--- src/rtl/color_manager_pkg.sv ---
// Shared widths, FSM state codes, quadrant codes and command/notification tags for the VGA color manager.
package color_manager_pkg;

  localparam int UART_DATA_WIDTH           = 8;
  localparam int C_ADDR_WIDTH              = 2;
  localparam int C_DATA_WIDTH              = 8;
  localparam int CONFIG_STATUS_WIDTH       = 2;
  localparam int CONFIG_NOTIFICATION_WIDTH = 4;
  localparam int CONFIG_ERROR_WIDTH        = 2;
  localparam int VGA_NOTIFICATION_WIDTH    = 4;
  localparam int DATA_WIDTH                = 8;
  localparam int H_CNT_WIDTH               = 12;
  localparam int V_CNT_WIDTH               = 11;

  localparam logic [1:0] ST_IDLE      = 2'd0;
  localparam logic [1:0] ST_WAIT_DATA = 2'd1;
  localparam logic [1:0] ST_WRITE     = 2'd2;

  localparam logic [1:0] Q_LU = 2'b00;
  localparam logic [1:0] Q_RU = 2'b01;
  localparam logic [1:0] Q_LD = 2'b10;
  localparam logic [1:0] Q_RD = 2'b11;

  localparam logic [3:0] HEADER_TAG     = 4'b1010;
  localparam logic [1:0] NOTIF_TAG      = 2'b01;
  localparam logic [1:0] ERR_BAD_HEADER = 2'b01;
  localparam logic [1:0] ERR_BUSY       = 2'b10;

  function automatic logic is_header(input logic [UART_DATA_WIDTH-1:0] b);
    return (b[7:6] == 2'b00) && (b[3:0] == HEADER_TAG);
  endfunction

endpackage

--- src/rtl/vga_color_manager_if.sv ---
// Config-memory write bus: the color manager is master, the config memory is slave.
interface vga_color_manager_if;
  import color_manager_pkg::*;

  logic [C_ADDR_WIDTH-1:0] C_Addr;
  logic [C_DATA_WIDTH-1:0] C_Data;
  logic                    C_Valid;
  logic                    C_Rdy;

  modport master (output C_Addr, output C_Data, output C_Valid, input C_Rdy);
  modport slave  (input C_Addr, input C_Data, input C_Valid, output C_Rdy);
endinterface

--- src/rtl/vga_position_tracker.sv ---
// Tracks screen position from HSync/VSync rising edges; flags right/bottom halves.
// With CM_DEBUG_PATTERN_EN defined it also exports the h^v test-pattern byte.
module vga_position_tracker
  import color_manager_pkg::*;
#(
  parameter int H_HALF = 320,
  parameter int V_HALF = 240
) (
  input  logic Clk,
  input  logic Rst,
  input  logic HSync,
  input  logic VSync,
  output logic right,
  output logic bottom
`ifdef CM_DEBUG_PATTERN_EN
  ,
  output logic [DATA_WIDTH-1:0] pattern
`endif
);

  logic                   hs_d, vs_d;
  logic                   h_rise, v_rise;
  logic [H_CNT_WIDTH-1:0] h_cnt;
  logic [V_CNT_WIDTH-1:0] v_cnt;

  assign h_rise = HSync & ~hs_d;
  assign v_rise = VSync & ~vs_d;

  // Both counters saturate so a missing sync never wraps back into the top-left quadrant.
  always_ff @(posedge Clk or negedge Rst) begin
    if (!Rst) begin
      hs_d  <= 1'b0;
      vs_d  <= 1'b0;
      h_cnt <= '0;
      v_cnt <= '0;
    end else begin
      hs_d <= HSync;
      vs_d <= VSync;
      if (h_rise)
        h_cnt <= '0;
      else if (h_cnt != '1)
        h_cnt <= h_cnt + 1'b1;
      if (v_rise)
        v_cnt <= '0;
      else if (h_rise && (v_cnt != '1))
        v_cnt <= v_cnt + 1'b1;
    end
  end

  assign right  = (h_cnt >= H_CNT_WIDTH'(H_HALF));
  assign bottom = (v_cnt >= V_CNT_WIDTH'(V_HALF));

`ifdef CM_DEBUG_PATTERN_EN
  assign pattern = h_cnt[7:0] ^ v_cnt[7:0];
`endif

endmodule

--- src/rtl/vga_color_manager.sv ---
// Decodes UART color commands into config-memory writes and drives the split-screen pixel color.
// Optional feature macro: CM_DEBUG_PATTERN_EN (VGA_Debugg selects an h^v test pattern).
module vga_color_manager
  import color_manager_pkg::*;
#(
  parameter int H_HALF = 320,
  parameter int V_HALF = 240
) (
  input  logic                                 Clk,
  input  logic                                 Rst,
  input  logic                                 Empty,
  input  logic [UART_DATA_WIDTH-1:0]           RXD_Data,
  vga_color_manager_if.master                  cfg,
  input  logic                                 Vertical_Split,
  input  logic                                 Horizontal_Split,
  input  logic                                 VGA_Debugg,
  input  logic                                 HSync,
  input  logic                                 VSync,
  output logic [DATA_WIDTH-1:0]                Data_VGA,
  output logic [CONFIG_STATUS_WIDTH-1:0]       Config_Status,
  output logic [CONFIG_NOTIFICATION_WIDTH-1:0] Config_Notification,
  output logic                                 Config_Notification_Valid,
  output logic [CONFIG_ERROR_WIDTH-1:0]        Config_Error,
  output logic                                 Error_Valid,
  output logic [VGA_NOTIFICATION_WIDTH-1:0]    VGA_Notification,
  output logic                                 VGA_Notification_Valid
);

  logic [1:0]              state;
  logic [C_ADDR_WIDTH-1:0] quad;
  logic [C_DATA_WIDTH-1:0] data;
  logic [C_DATA_WIDTH-1:0] color [4];
  logic                    byte_vld;
  logic                    right, bottom;
  logic [1:0]              sel;
  logic [3:0]              vga_mode;
  logic                    primed;
`ifdef CM_DEBUG_PATTERN_EN
  logic [DATA_WIDTH-1:0]   pattern;
`endif

  vga_position_tracker #(.H_HALF(H_HALF), .V_HALF(V_HALF)) u_pos (
    .Clk    (Clk),
    .Rst    (Rst),
    .HSync  (HSync),
    .VSync  (VSync),
    .right  (right),
    .bottom (bottom)
`ifdef CM_DEBUG_PATTERN_EN
    ,
    .pattern(pattern)
`endif
  );

  assign byte_vld      = ~Empty;
  assign cfg.C_Valid   = (state == ST_WRITE);
  assign cfg.C_Addr    = quad;
  assign cfg.C_Data    = data;
  assign Config_Status = state;

  // Command FSM; a byte arriving while a write is pending is dropped and flagged.
  always_ff @(posedge Clk or negedge Rst) begin
    if (!Rst) begin
      state                     <= ST_IDLE;
      quad                      <= '0;
      data                      <= '0;
      for (int i = 0; i < 4; i++) color[i] <= '0;
      Config_Notification       <= '0;
      Config_Notification_Valid <= 1'b0;
      Config_Error              <= '0;
      Error_Valid               <= 1'b0;
    end else begin
      Config_Notification_Valid <= 1'b0;
      Error_Valid               <= 1'b0;
      case (state)
        ST_IDLE: begin
          if (byte_vld) begin
            if (is_header(RXD_Data)) begin
              quad  <= RXD_Data[5:4];
              state <= ST_WAIT_DATA;
            end else begin
              Config_Error <= ERR_BAD_HEADER;
              Error_Valid  <= 1'b1;
            end
          end
        end
        ST_WAIT_DATA: begin
          if (byte_vld) begin
            data  <= RXD_Data;
            state <= ST_WRITE;
          end
        end
        ST_WRITE: begin
          if (byte_vld) begin
            Config_Error <= ERR_BUSY;
            Error_Valid  <= 1'b1;
          end
          if (cfg.C_Rdy) begin
            color[quad]               <= data;
            Config_Notification       <= {NOTIF_TAG, quad};
            Config_Notification_Valid <= 1'b1;
            state                     <= ST_IDLE;
          end
        end
        default: state <= ST_IDLE;
      endcase
    end
  end

  always_comb begin
    sel = Q_LU;
    case ({Vertical_Split, Horizontal_Split})
      2'b10:   sel = right  ? Q_RU : Q_LU;
      2'b01:   sel = bottom ? Q_LD : Q_LU;
      2'b11:   sel = {bottom, right};
      default: sel = Q_LU;
    endcase
  end

  assign vga_mode = {1'b0, VGA_Debugg, Vertical_Split, Horizontal_Split};

  // The first cycle after reset only captures the mode so no spurious notification fires.
  always_ff @(posedge Clk or negedge Rst) begin
    if (!Rst) begin
      Data_VGA               <= '0;
      VGA_Notification       <= '0;
      VGA_Notification_Valid <= 1'b0;
      primed                 <= 1'b0;
    end else begin
`ifdef CM_DEBUG_PATTERN_EN
      if (VGA_Debugg)
        Data_VGA <= pattern;
      else
        Data_VGA <= color[sel];
`else
      Data_VGA <= color[sel];
`endif
      VGA_Notification_Valid <= 1'b0;
      primed                 <= 1'b1;
      if (!primed) begin
        VGA_Notification <= vga_mode;
      end else if (vga_mode != VGA_Notification) begin
        VGA_Notification       <= vga_mode;
        VGA_Notification_Valid <= 1'b1;
      end
    end
  end

endmodule

--- src/flat_wrapper.sv ---
// flat-port wrapper written by rule: the top's interface ports become plain ports
module vga_color_manager_flat import color_manager_pkg::*;
#(
  parameter int H_HALF = 320,
  parameter int V_HALF = 240
)
  (Clk, Rst, Empty, RXD_Data, Vertical_Split, Horizontal_Split, VGA_Debugg, HSync, VSync, Data_VGA, Config_Status, Config_Notification, Config_Notification_Valid, Config_Error, Error_Valid, VGA_Notification, VGA_Notification_Valid, cfg_C_Addr, cfg_C_Data, cfg_C_Valid, cfg_C_Rdy);
  vga_color_manager_if cfg_i ();
  input  logic Clk;
  input  logic Rst;
  input  logic Empty;
  input  logic [UART_DATA_WIDTH-1:0] RXD_Data;
  input  logic Vertical_Split;
  input  logic Horizontal_Split;
  input  logic VGA_Debugg;
  input  logic HSync;
  input  logic VSync;
  output logic [DATA_WIDTH-1:0] Data_VGA;
  output logic [CONFIG_STATUS_WIDTH-1:0] Config_Status;
  output logic [CONFIG_NOTIFICATION_WIDTH-1:0] Config_Notification;
  output logic Config_Notification_Valid;
  output logic [CONFIG_ERROR_WIDTH-1:0] Config_Error;
  output logic Error_Valid;
  output logic [VGA_NOTIFICATION_WIDTH-1:0] VGA_Notification;
  output logic VGA_Notification_Valid;
  output wire logic [$bits(cfg_i.C_Addr)-1:0] cfg_C_Addr;
  output wire logic [$bits(cfg_i.C_Data)-1:0] cfg_C_Data;
  output wire logic [$bits(cfg_i.C_Valid)-1:0] cfg_C_Valid;
  input wire logic [$bits(cfg_i.C_Rdy)-1:0] cfg_C_Rdy;
  assign cfg_C_Addr = cfg_i.C_Addr;
  assign cfg_C_Data = cfg_i.C_Data;
  assign cfg_C_Valid = cfg_i.C_Valid;
  assign cfg_i.C_Rdy = cfg_C_Rdy;
  vga_color_manager #(.H_HALF(H_HALF), .V_HALF(V_HALF)) u_core (.Clk(Clk), .Rst(Rst), .Empty(Empty), .RXD_Data(RXD_Data), .cfg(cfg_i), .Vertical_Split(Vertical_Split), .Horizontal_Split(Horizontal_Split), .VGA_Debugg(VGA_Debugg), .HSync(HSync), .VSync(VSync), .Data_VGA(Data_VGA), .Config_Status(Config_Status), .Config_Notification(Config_Notification), .Config_Notification_Valid(Config_Notification_Valid), .Config_Error(Config_Error), .Error_Valid(Error_Valid), .VGA_Notification(VGA_Notification), .VGA_Notification_Valid(VGA_Notification_Valid));
endmodule
--- config.mk ---
export PLATFORM = sky130hd
export DESIGN_NAME = vga_color_manager_flat
export DESIGN_NICKNAME = d
export VERILOG_FILES = /design/src/rtl/color_manager_pkg.sv /design/src/rtl/vga_color_manager_if.sv /design/src/rtl/vga_position_tracker.sv /design/src/rtl/vga_color_manager.sv /design/src/flat_wrapper.sv
export SDC_FILE = /design/constraint.sdc
export NUM_CORES = 1
export LEC_CHECK = 0
export ABC_AREA = 1
export CAP_MARGIN = 20
export CORE_MARGIN = 8
export CORE_UTILIZATION = 40
export CTS_CLUSTER_DIAMETER = 50
export DETAILED_ROUTE_END_ITERATION = 8
export HOLD_SLACK_MARGIN = 0.1
export SLEW_MARGIN = 20
export SYNTH_ARGS = -nofsm -noshare
export SYNTH_HDL_FRONTEND = slang
export SYNTH_SLANG_ARGS = --single-unit
--- constraint.sdc ---
create_clock -name Clk -period 1.4 [get_ports Clk]
set_input_delay 0.21 -clock Clk [delete_from_list [all_inputs] [get_ports Clk]]
set_output_delay 0.21 -clock Clk [all_outputs]
set_load 0.02 [all_outputs]
==> summary.md <==
| Metric | Value |
|---|---|
| Starting Density | `41.17%` |
| Number of stages on the worst setup path | `7` |
| Reg2Reg Depth | `7` |
| Worst voltage drop across the vdd grid | `731.1 uV` |
| Worst R2R End | `u_core.color[21]$_DFFE_PN0P_` |
| Setup TNS Final | `0 ps` |
| Cells after synthesis | `505` |
| Cell-by-cell listing of the critical path | `nor2_4 > buf_4 > nand2_4 > inv_4 > nand2_4 > nor2_4 > o21ai_0` |
| Sequential fraction of the synthesis area | `52.63%` |
| Top library cells by usage in the layout, fill and taps aside | `nand2_1 (142), dfrtp_1 (85), inv_1 (64)` |
| Type of the worst min-delay path | `in2async` |
| Worst path required time | `1650 ps` |
| Via count | `3630` |
| Placed Instance Area | `5256 um2` |
| Final period util | `98.78%` |
| Number of buffer and inverter stages on the critical path | `2` |
| Total routed wirelength | `10.40 mm` |
| Critical path fanouts, max | `8` |
| Layout Area Growth over Synthesis | `32.64%` |
| Biggest area consumer among synthesized cells | `dfrtp_1` |
| Core region area | `10280 um2` |
| Buffer levels on the longest clock path | `2` |
| Count of port buffers added during placement | `48` |
| Max Cap Violations | `0` |
| Remaining DRCs | `0` |
| Worst Path Arrival | `1630 ps` |
| Overflow left after global routing | `0` |
| Area of the die | `14130 um2` |
| Worst-case clock skew | `10.73 ps` |
| Die Span X | `118.9 um` |
| Distinct cells, synth | `35` |
| Clock latency on the worst-skew pair | `370 ps` |
| Launch point of the worst reg-to-reg path | `u_core.Config_Status[0]$_DFFE_PN0P_` |
| Max Clk Rate | `723.1 MHz` |
| Number of nets with antenna violations after detailed routing | `0` |
| CTS tree | `done` |
| Critical path origin | `u_core.Config_Status[0]$_DFFE_PN0P_` |
| Dominant delay contributor by cell family on the critical path | `simple AND/OR/NAND/NOR gates` |
| Startpoint class of the critical path | `flop` |
| Cell area after layout | `5613 um2` |
| Clock-pin slew on the worst setup and hold paths | `90 ps` |
| Total net switching power | `2.964 mW` |
| Critical-path cell with the highest stage delay | `dfrtp_2` |
| Count of boundary I/O pins | `51` |
| Chip height | `118.9 um` |
| Number of inserted diodes | `0` |
| Count of final hold-check violations | `0` |
| Yosys reg bits | `89` |
| Leading post-synthesis cells by cell area | `dfrtp_1 (53%), nand2_1 (13%), inv_1 (5.9%), nand3_1 (5.4%), o21ai_0 (3.8%)` |
| Routed wire per std cell | `13.70 um` |
| Leading cell type in the layout, fill and taps excluded | `nand2_1` |
| Clock Power Share | `22.1%` |
| Wire length of the first global-routing pass | `17.20 mm` |
| Setup repair after global routing missed its margin | `true` |
| CTS buffer count | `9` |
| CTS Root Cell | `clkbuf_8` |
| Max-slew violation count | `0` |
| Vias in the first global route | `3572` |
| Register-to-Register Setup Slack | `20 ps` |
| Fraction of layout instances using a drive strength above 1 | `22.31%` |
| Drt initial violations | `131` |
| Cell count after placement | `732` |
| Initial antenna violation count | `0` |
| Crit Path Class | `reg2reg` |
| Total track usage | `14.88%` |
| Yosys warns | `0` |
| Post-synth design cell area | `4232 um2` |
| Clock net sink count | `89` |
| Floorplan row count | `37` |
| Critical path's largest stage delay | `450 ps` |
| Number of H-tree levels | `3` |
| Switching share of power | `36.10%` |
| Tmin final | `1383 ps` |
| Mean number of vias per cell | `4.783` |
| Final number of setup-violating endpoints | `0` |
| Cell Count, Final, Fillers Out | `759` |
| Power per unit of standard cell area | `1463 nW/um2` |
| Detailed placer's ending HPWL | `7.237 mm` |
| Final hold slack | `285.6 ps` |
| Synth Area per Inst | `8.379 um2` |
| Final weighted congestion in routability-driven placement | `0.8806` |
| Comb pwr share | `34.4%` |
| Internal Dissipation | `5.248 mW` |
| Run status | `completed` |
| Part of the total power dissipated in sequential elements | `43.6%` |
| Area share of the largest cell type after synthesis | `52.63%` |
| Worst setup path endpoint | `u_core.color[21]$_DFFE_PN0P_` |
| Filler cell count in the final layout | `977` |
| Standby leakage power | `2.880 nW` |
| Post-layout nets | `639` |
| Largest net degree at the start of global routing | `26` |
| Type of element capturing the critical path | `flop` |
| Number of search-and-repair iterations in the first detailed-routing pass | `4` |
-- final cells by class --
| type | count | area (um2) | area share (%) |
|---|---|---|---|
| inverter | 73 | 286.5 | 5.105 |
| timing repair buffer | 113 | 984.7 | 17.54 |
| tap | 136 | 170.2 | 3.032 |
| clock inverter | 7 | 76.32 | 1.360 |
| timing repair inverter | 1 | 6.256 | 0.1115 |
| clock buffer | 9 | 123.9 | 2.207 |
| multi-input combinational | 331 | 1733 | 30.87 |
| sequential | 89 | 2232 | 39.77 |
-- cell families after synthesis --
kind of cell	Yosys count	synth area share (%)
XOR/XNOR	5	1.035
adder cells (fa/ha/maj)	4	1.183
multiplexers	4	1.064
buffers and inverters	88	8.900
AO/OA/AOI/OAI	53	7.273
other	2	0.1775
flip-flops	89	52.63
AND/OR/NAND/NOR	260	27.74
-- state kept, by name, indices dropped and copies added (netlist names), 2 cells and up --
| name | count |
|---|---|
| u_core.Config_Status | 2 |
| u_core.u_pos.h_cnt | 12 |
| u_core.cfg.C_Addr | 2 |
| u_core.VGA_Notification | 3 |
| u_core.u_pos.v_cnt | 11 |
| u_core.Data_VGA | 8 |
| u_core.Config_Notification | 3 |
| u_core.cfg.C_Data | 8 |
| u_core.color | 32 |
| u_core.Config_Error | 2 |
-- synthesized netlist by cell type --
cell / n
buf_4: 3
nor3_2: 1
nor2_2: 1
o21ai_1: 1
a21o_1: 1
inv_1: 67
nand4_1: 15
nor2_1: 32
ha_1: 4
mux2_2: 4
o21ai_2: 5
o21bai_1: 2
xor2_1: 5
buf_6: 3
nor3_1: 4
o31ai_1: 2
o21ai_0: 32
nand3_2: 1
dfrtp_1: 89
nand3_1: 46
a21oi_1: 9
clkinv_4: 1
nor2_4: 2
nand2_1: 144
clkbuf_1: 4
buf_2: 4
or2_2: 4
o21ai_4: 1
nor2_8: 2
conb_1: 2
buf_1: 1
nand2_2: 7
inv_2: 4
nand2_4: 1
inv_4: 1
-- worst min-delay path by stage --
| stage | endpoint | depth (start not counted) | start |
|---|---|---|---|
| global route | u_core.u_pos.vs_d$_DFF_PN0_ | 1 | VSync |
| detailed placement | u_core.u_pos.v_cnt[3]$_DFFE_PN0P_ | 1 | Rst |
| global placement | u_core.u_pos.vs_d$_DFF_PN0_ | 1 | Rst |
| CTS | u_core.u_pos.v_cnt[3]$_DFFE_PN0P_ | 2 | Rst |
| floorplan | u_core.Config_Error[0]$_DFFE_PN0P_ | 0 | Rst |
| finish | u_core.u_pos.v_cnt[1]$_DFFE_PN0P_ | 2 | Rst |
-- routing by layer --
layer	up-vias	share of wire (%)	global-route usage, %
met1	1721	48	20.12
met5	-	0	0
li1	1808	-	-
met3	12	5.0	2.881
met2	89	45	22.32
met4	0	1.9	7.589
-- through the flow --
stage	worst slack, ps	power [mW]	utilization, %
global route	-66.22	8.748	54.61
detailed placement	-175.8	6.634	51.14
global placement	-160.4	6.578	51.14
floorplan	-35.05	5.117	-
finish	17.07	8.212	54.61
CTS	2.107	8.199	52.86
-- power by group through the flow --
stage / Sequential, mW / Clock [mW] / Combinational, mW
floorplan: 4.10 / 0 / 1.01
global placement: 3.64 / 0 / 2.94
detailed placement: 3.65 / 0 / 2.99
CTS: 3.59 / 1.86 / 2.75
global route: 3.67 / 1.98 / 3.10
finish: 3.58 / 1.81 / 2.82
-- repair_timing --
action                                  in CTS  in global routing
resized for setup                           44                 36
endpoints found under the setup margin      48                 56
setup buffers                                0                  7
pin swaps                                    0                 10
endpoints found under the hold margin       89                  0
cloned                                       0                  3
hold buffers                                 1                  0
No activity file was read; power rests on OpenSTA's default activity.
